--- src/rtl/riscv_fetch_stage_pkg.sv ---
// Shared constants for the instruction-fetch stage.
//   INST_NOP         : addi x0,x0,0, shown in IF/ID whenever it holds a bubble
//   fetch_state_t    : fetch controller state encoding
//   DEFAULT_RESET_PC : first fetch address after reset unless overridden
package riscv_fetch_stage_pkg;

    localparam logic [31:0] INST_NOP         = 32'h0000_0013;
    localparam logic [31:0] DEFAULT_RESET_PC = 32'h0000_0000;

    typedef enum logic [1:0] {
        ST_IDLE = 2'd0,
        ST_REQ  = 2'd1,
        ST_BUF  = 2'd2,
        ST_DROP = 2'd3
    } fetch_state_t;

    function automatic logic [31:0] word_align(input logic [31:0] addr);
        return {addr[31:2], 2'b00};
    endfunction

endpackage

--- src/rtl/riscv_fetch_stage.sv ---
// Instruction-fetch stage with the IF/ID pipeline register.
// Keeps the PC, runs a req/ack handshake with instruction memory, presents
// {pc, instruction, valid} to ID, and parks one fetched word while ID stalls.
//
// Ports
//   clk_i, rst_i        : clock (rising edge), async active-high reset
//   IFID_stall_i        : hold IF/ID contents
//   IFID_flush_i        : replace IF/ID contents with a bubble
//   br_taken_i          : EX redirect request
//   br_target_i[31:0]   : redirect address, bits [1:0] ignored
//   imem_req_o          : fetch request
//   imem_addr_o[31:0]   : fetch address (word aligned)
//   imem_ack_i          : memory accepted the request, data valid this cycle
//   imem_rdata_i[31:0]  : instruction word
//   ID_pc_o[31:0]       : PC of the instruction in IF/ID
//   ID_inst_o[31:0]     : instruction in IF/ID (NOP when invalid)
//   ID_valid_o          : IF/ID holds a real instruction
//
// state   | meaning
// IDLE    | one cycle after reset, no request
// REQ     | fetching pc; req/addr held until ack
// BUF     | ID stalled when a fetch completed; word parked in buf_*
// DROP    | wrong-path request still outstanding at drop_addr; pc holds target
module riscv_fetch_stage
    import riscv_fetch_stage_pkg::*;
#(
    parameter logic [31:0] RESET_PC = DEFAULT_RESET_PC
) (
    input  logic        clk_i,
    input  logic        rst_i,
    input  logic        IFID_stall_i,
    input  logic        IFID_flush_i,
    input  logic        br_taken_i,
    input  logic [31:0] br_target_i,
    output logic        imem_req_o,
    output logic [31:0] imem_addr_o,
    input  logic        imem_ack_i,
    input  logic [31:0] imem_rdata_i,
    output logic [31:0] ID_pc_o,
    output logic [31:0] ID_inst_o,
    output logic        ID_valid_o
);

    fetch_state_t state;
    logic [31:0]  pc;
    logic [31:0]  drop_addr;
    logic [31:0]  buf_inst;
    logic [31:0]  buf_pc;
    logic [31:0]  id_pc;
    logic [31:0]  id_inst;
    logic         id_valid;

    // Target bits [1:0] are deliberately discarded by word_align.
    logic unused_tgt_lsb;
    assign unused_tgt_lsb = ^br_target_i[1:0];

    // Request side depends only on registers, so memory never sees a
    // combinational path from any input.
    assign imem_req_o  = (state == ST_REQ) || (state == ST_DROP);
    assign imem_addr_o = (state == ST_DROP) ? drop_addr : pc;

    assign ID_pc_o    = id_pc;
    assign ID_inst_o  = id_inst;
    assign ID_valid_o = id_valid;

    always_ff @(posedge clk_i or posedge rst_i) begin
        if (rst_i) begin
            state     <= ST_IDLE;
            pc        <= RESET_PC;
            drop_addr <= '0;
            buf_inst  <= '0;
            buf_pc    <= '0;
            id_pc     <= '0;
            id_inst   <= INST_NOP;
            id_valid  <= 1'b0;
        end else if (br_taken_i) begin
            pc       <= word_align(br_target_i);
            id_inst  <= INST_NOP;
            id_valid <= 1'b0;
            unique case (state)
                ST_REQ: begin
                    // An unacked request cannot be withdrawn; let it finish
                    // in DROP and throw the data away.
                    if (!imem_ack_i) begin
                        drop_addr <= pc;
                        state     <= ST_DROP;
                    end
                end
                ST_DROP: begin
                    if (imem_ack_i) state <= ST_REQ;
                end
                default: state <= ST_REQ;
            endcase
        end else begin
            // Consumed by ID (no stall) or flushed: becomes a bubble unless
            // a new instruction is loaded below.
            if (!IFID_stall_i || IFID_flush_i) begin
                id_inst  <= INST_NOP;
                id_valid <= 1'b0;
            end
            unique case (state)
                ST_IDLE: state <= ST_REQ;
                ST_REQ: begin
                    if (imem_ack_i) begin
                        pc <= pc + 32'd4;
                        // A flush blocks the load just like a stall does, so
                        // the fetched word goes to the buffer instead of
                        // being lost.
                        if (IFID_stall_i || IFID_flush_i) begin
                            buf_pc   <= pc;
                            buf_inst <= imem_rdata_i;
                            state    <= ST_BUF;
                        end else begin
                            id_pc    <= pc;
                            id_inst  <= imem_rdata_i;
                            id_valid <= 1'b1;
                        end
                    end
                end
                ST_BUF: begin
                    if (!IFID_stall_i && !IFID_flush_i) begin
                        id_pc    <= buf_pc;
                        id_inst  <= buf_inst;
                        id_valid <= 1'b1;
                        state    <= ST_REQ;
                    end
                end
                ST_DROP: begin
                    if (imem_ack_i) state <= ST_REQ;
                end
            endcase
        end
    end

endmodule

--- config.mk ---
export PLATFORM = sky130hd
export DESIGN_NAME = riscv_fetch_stage
export DESIGN_NICKNAME = d
export VERILOG_FILES = /design/src/rtl/riscv_fetch_stage_pkg.sv /design/src/rtl/riscv_fetch_stage.sv
export SDC_FILE = /design/constraint.sdc
export NUM_CORES = 1
export LEC_CHECK = 0
export ABC_AREA = 1
export ABC_CLOCK_PERIOD_IN_PS = 11100
export BUFFER_PORTS_ARGS = -buffer_cell sky130_fd_sc_hd__buf_2
export CAP_MARGIN = 40
export CORE_MARGIN = 4
export CORE_UTILIZATION = 35
export DETAILED_ROUTE_END_ITERATION = 8
export SYNTH_ARGS = -nofsm -noshare
export SYNTH_HDL_FRONTEND = slang
export SYNTH_SLANG_ARGS = --single-unit
--- constraint.sdc ---
create_clock -name clk_i -period 11.1 [get_ports clk_i]
set_input_delay 2.22 -clock clk_i [delete_from_list [all_inputs] [get_ports clk_i]]
set_output_delay 2.22 -clock clk_i [all_outputs]
set_load 0.1 [all_outputs]
==> Word level (Yosys, flattened, before mapping) <==
Cells that the tools add are included.
{ "totals": {"ff_bits": 195, "inputBits": 70, "out_inout_bits": 98, "wordCells": 64} }
{ "classes": {"n_addsub": 1, "eq_ne": 10, "mux": 28, "bitwise_logic": 2, "reduce_logical": 15} }
{ "ops": {"columns": ["cell", "n"], "rows": [
  ["$mux W32", 12],
  ["$pmux W32 S2", 2],
  ["$add A32 B3 Y32 const B", 1],
  ["$mux W2", 6],
  ["$ne A3 B3 Y1 const B", 3],
  ["$pmux W2 S4", 1],
  ["$reduce_and A4 Y1", 2],
  ["$ne A2 B2 Y1 const B", 3],
  ["$reduce_bool A2 Y1", 3],
  ["$mux W1", 5],
  ["$reduce_and A5 Y1", 1],
  ["$eq A2 B2 Y1 const B", 2],
  ["$pmux W2 S2", 1],
  ["$logic_or A1 B1 Y1", 3],
  ["$ne A3 B2 Y1 const B", 1],
  ["$reduce_and A3 Y1", 1],
  ["$eq A2 B1 Y1 const B", 1],
  ["$logic_not A1 Y1", 2],
  ["$logic_not A2 Y1", 1],
  ["$not A1 Y1", 2],
  ["$pmux W1 S2", 1],
  ["$reduce_and A2 Y1", 1],
  ["$logic_and A1 B1 Y1", 1]
]} }

==> Depth between registers and ports, before layout <==
{ "logic_depth": {"word_depth": 7, "depth_mapped": 11, "ltp_nobuf": 10} }

==> Worst setup path after synthesis <==
Ideal clock, no wire load.
{ "synth_timing": {"kind": "reg2out", "startpoint": "register state[0]", "endpoint": "output imem_addr_o[10]", "arrival_ns": 3.049, "required_ns": 8.880, "slack_ns": 5.831, "stages_incl_launch_ff": 5, "n_path_buf": 2, "path_cell_list": "dfrtp_1 -> ha_1 -> clkbuf_1 -> clkbuf_1 -> o21ai_0"} }
{ "synth_between": {"elab_chain_cells": 2} }
{ "synth_rtl": {"columns": ["item", "line", "text"], "rows": [
  ["start, declared", "riscv_fetch_stage.sv:44", "fetch_state_t state;"],
  ["start signal, assigned", "riscv_fetch_stage.sv:68", "state <= ST_IDLE;"],
  ["start signal, assigned", "riscv_fetch_stage.sv:86", "state <= ST_DROP;"],
  ["start signal, assigned", "riscv_fetch_stage.sv:90", "if (imem_ack_i) state <= ST_REQ;"],
  ["$eq A2 B2 Y1", "riscv_fetch_stage.sv:60", "assign imem_addr_o = (state == ST_DROP) ? drop_addr : pc;"],
  ["$mux W32", "riscv_fetch_stage.sv:60", null],
  ["end, declared", "riscv_fetch_stage.sv:36", "output logic [31:0] imem_addr_o,"]
]} }
No other way between the ends.

==> Final worst setup path <==
{ "layout_timing": {"startpoint": "register state[0]", "endpoint": "output imem_addr_o[29]"} }
Same word-level chain as after synthesis.

==> run metrics <==
GPL Wtd Cong 0.857; GRT overflow 0; initial core utilization 0.359; YS warnings 0; number of global-route vias before repair 7673; Avg WL per Cell 15.9 um; initial antenna violation count 0; crit share post-route 0.424; post-CTS resize count 0; routed vias/inst 4.95; #FFs+latches synth 187; LEAKAGE 5.11 nW; diode count 0; total negative slack 0 ps; root buffer cell clkbuf_16; Max IR drop VDD 0.235 mV; Post-Route Skew 14.3 ps; CTS Buf Count 17; DIE WIDTH 169 um; CP max-delay cell ha_2; synthesized cell area 9130 um^2; clk sinks 187; PD cells 327 nW/um^2; fillers 2681; Die Y-Extent 169 um; Slew headroom 0.441; Post-Synthesis Cells 1159; cell family with most CP delay buffers and inverters; Largest stage delay, worst path 600 ps; Core Region 25400 um^2; # port buffers 161; Fmax achieved 0.212 GHz; Syn Area/Cell 7.87 um^2; final wirelength 25.8 mm; H-tree lvl count 4; Worst-path clk slew 70 ps; CP Launch Type flip-flop; GRT Overall Usage 0.181; Final Hold Viols 0; crit-path max FO 34; outcome completed; max-slew violations 0; Total Die Area 28700 um^2; Seq/Total Area, Yosys 0.513; final net count 1356; DR iter-0 viols 647; commonest non-fill, non-tap cells in the layout nand2_1 (358), dfrtp_1 (184), buf_2 (161); Data required, critical path 8880 ps; HP Class reg2reg; # rows 58; Area Overhead vs Synth 17.4%; Synth cell types 39; CP Cell Sequence ha_2 -> buf_16 -> nand2_1 -> o21ai_0 -> buf_2; CP endpoint kind primary output; worst skew pair latency 430 ps; Post-route DRC 0; Slew @ Worst Pin 838 ps; clk buf depth 2; Post-DRT Antenna Nets 0; Buf/Inv on CP 2; Post-CTS Setup Bufs 0; max-cap violation count 0; via count 8036; HPWL Detailed 17.6 mm; WS Path Type reg2out; final setup fails 0; share of layout cells above drive strength 1 0.177; CTS tree done; CP arrival 2490 ps; I/O pins 168; leading cell type in the layout, fill and taps excluded nand2_1; drt first pass iters 5; hold buffer count at CTS 0; largest net degree at the start of global routing 116; WHS 489 ps; first-pass GRT wire length 41.9 mm; fin crit period 4710 ps; RSZ-0062 raised after global routing false
==> sequential cells by signal, summed over array words and instances, names as in the netlist <==
register and count:
ID_inst_o 32, state 2, buf_pc 30, buf_inst 32, pc 30, ID_pc_o 30
drop_addr 30, ID_valid_o 1
==> final timing paths <==
| kind | end | depth (start not counted) | startpoint | slack (ps) |
|---|---|---|---|---|
| min | drop_addr[24] | 2 | drop_addr[24] | 490 |
| max in group asynchronous | ID_pc_o[31] | 4 | rst_i | 7970 |
| max reg2reg | ID_pc_o[19] | 8 | state[0] | 8230 |
| max | imem_addr_o[29] | 5 | state[0] | 6390 |
| min in group asynchronous | ID_inst_o[5] | 2 | rst_i | 1910 |
| min reg2reg | drop_addr[24] | 2 | drop_addr[24] | 490 |
==> synth_stat cells, drive strengths merged <==
cell,instances,area [um^2]
a21oi,42,210
a31oi,31,194
a32oi,1,8.76
and2,1,6.26
buf,39,254
clkbuf,32,120
clkinv,1,3.75
conb,1,3.75
dfrtp,184,4600
dfstp,3,78.8
ha,5,62.6
inv,96,363
nand2,360,1360
nand3,67,353
nand3b,1,7.51
nand4,5,31.3
nor2,88,370
nor3,6,41.3
o211ai,5,37.5
o21ai,173,870
o21bai,4,30.0
o221ai,2,17.5
o22ai,1,6.26
o31ai,1,7.51
xnor2,1,8.76
xor2,9,78.8
==> routing by layer <==
metal	up-vias	GRT usage	share of wire
met2	185	0.287	0.46
met4	0	0.0448	0.014
met1	3832	0.260	0.47
met3	24	0.0319	0.049
li1	3995	-	-
met5	-	0	0
==> metrics by stage <==
stage	instances	utilization	total power [W]	worst slack, ps	instance area, um^2
3_3_place_gp	1588	0.396	0.00287	6470	10100
6_report	1623	0.422	0.00350	6390	10700
5_1_grt	1623	0.422	0.00372	6210	10700
4_1_cts	1623	0.422	0.00353	6360	10700
2_1_floorplan	1162	-	0.00256	3800	9140
3_5_place_dp	1592	0.400	0.00293	6430	10200
==> power by group <==
group          total (W)  switching (W)  leakage (nW)  internal (W)
Combinational    0.00182        0.00148          2.52      0.000335
Clock           0.000593       0.000295         0.269      0.000298
Sequential       0.00109       0.000155          2.32      0.000936
Total            0.00350        0.00194          5.11       0.00157
==> kinds of logic after synthesis <==
| logic type | Yosys count | synth area share |
|---|---|---|
| simple gates | 528 | 0.237 |
| flops | 187 | 0.513 |
| buf+inv | 168 | 0.0812 |
| fa+ha+maj | 5 | 0.00686 |
| compound gates | 260 | 0.151 |
| xor+xnor | 10 | 0.00960 |
| other cells | 1 | 0.000411 |
==> area by class of cell <==
type	instances	area (um^2)	share of cell area
timing repair buffer	171	953	0.0890
inverter	97	374	0.0349
tap	330	413	0.0385
sequential	187	4680	0.437
clock buffer	18	429	0.0401
multi-input combinational	807	3730	0.348
clock inverter	13	131	0.0123
==> tightest hold or removal path, stage by stage, from the launching register on <==
cell,delay [ps]
dfrtp_1,350
nand2_1,50
o21ai_0,60
Power figures use the tool's default switching activity.
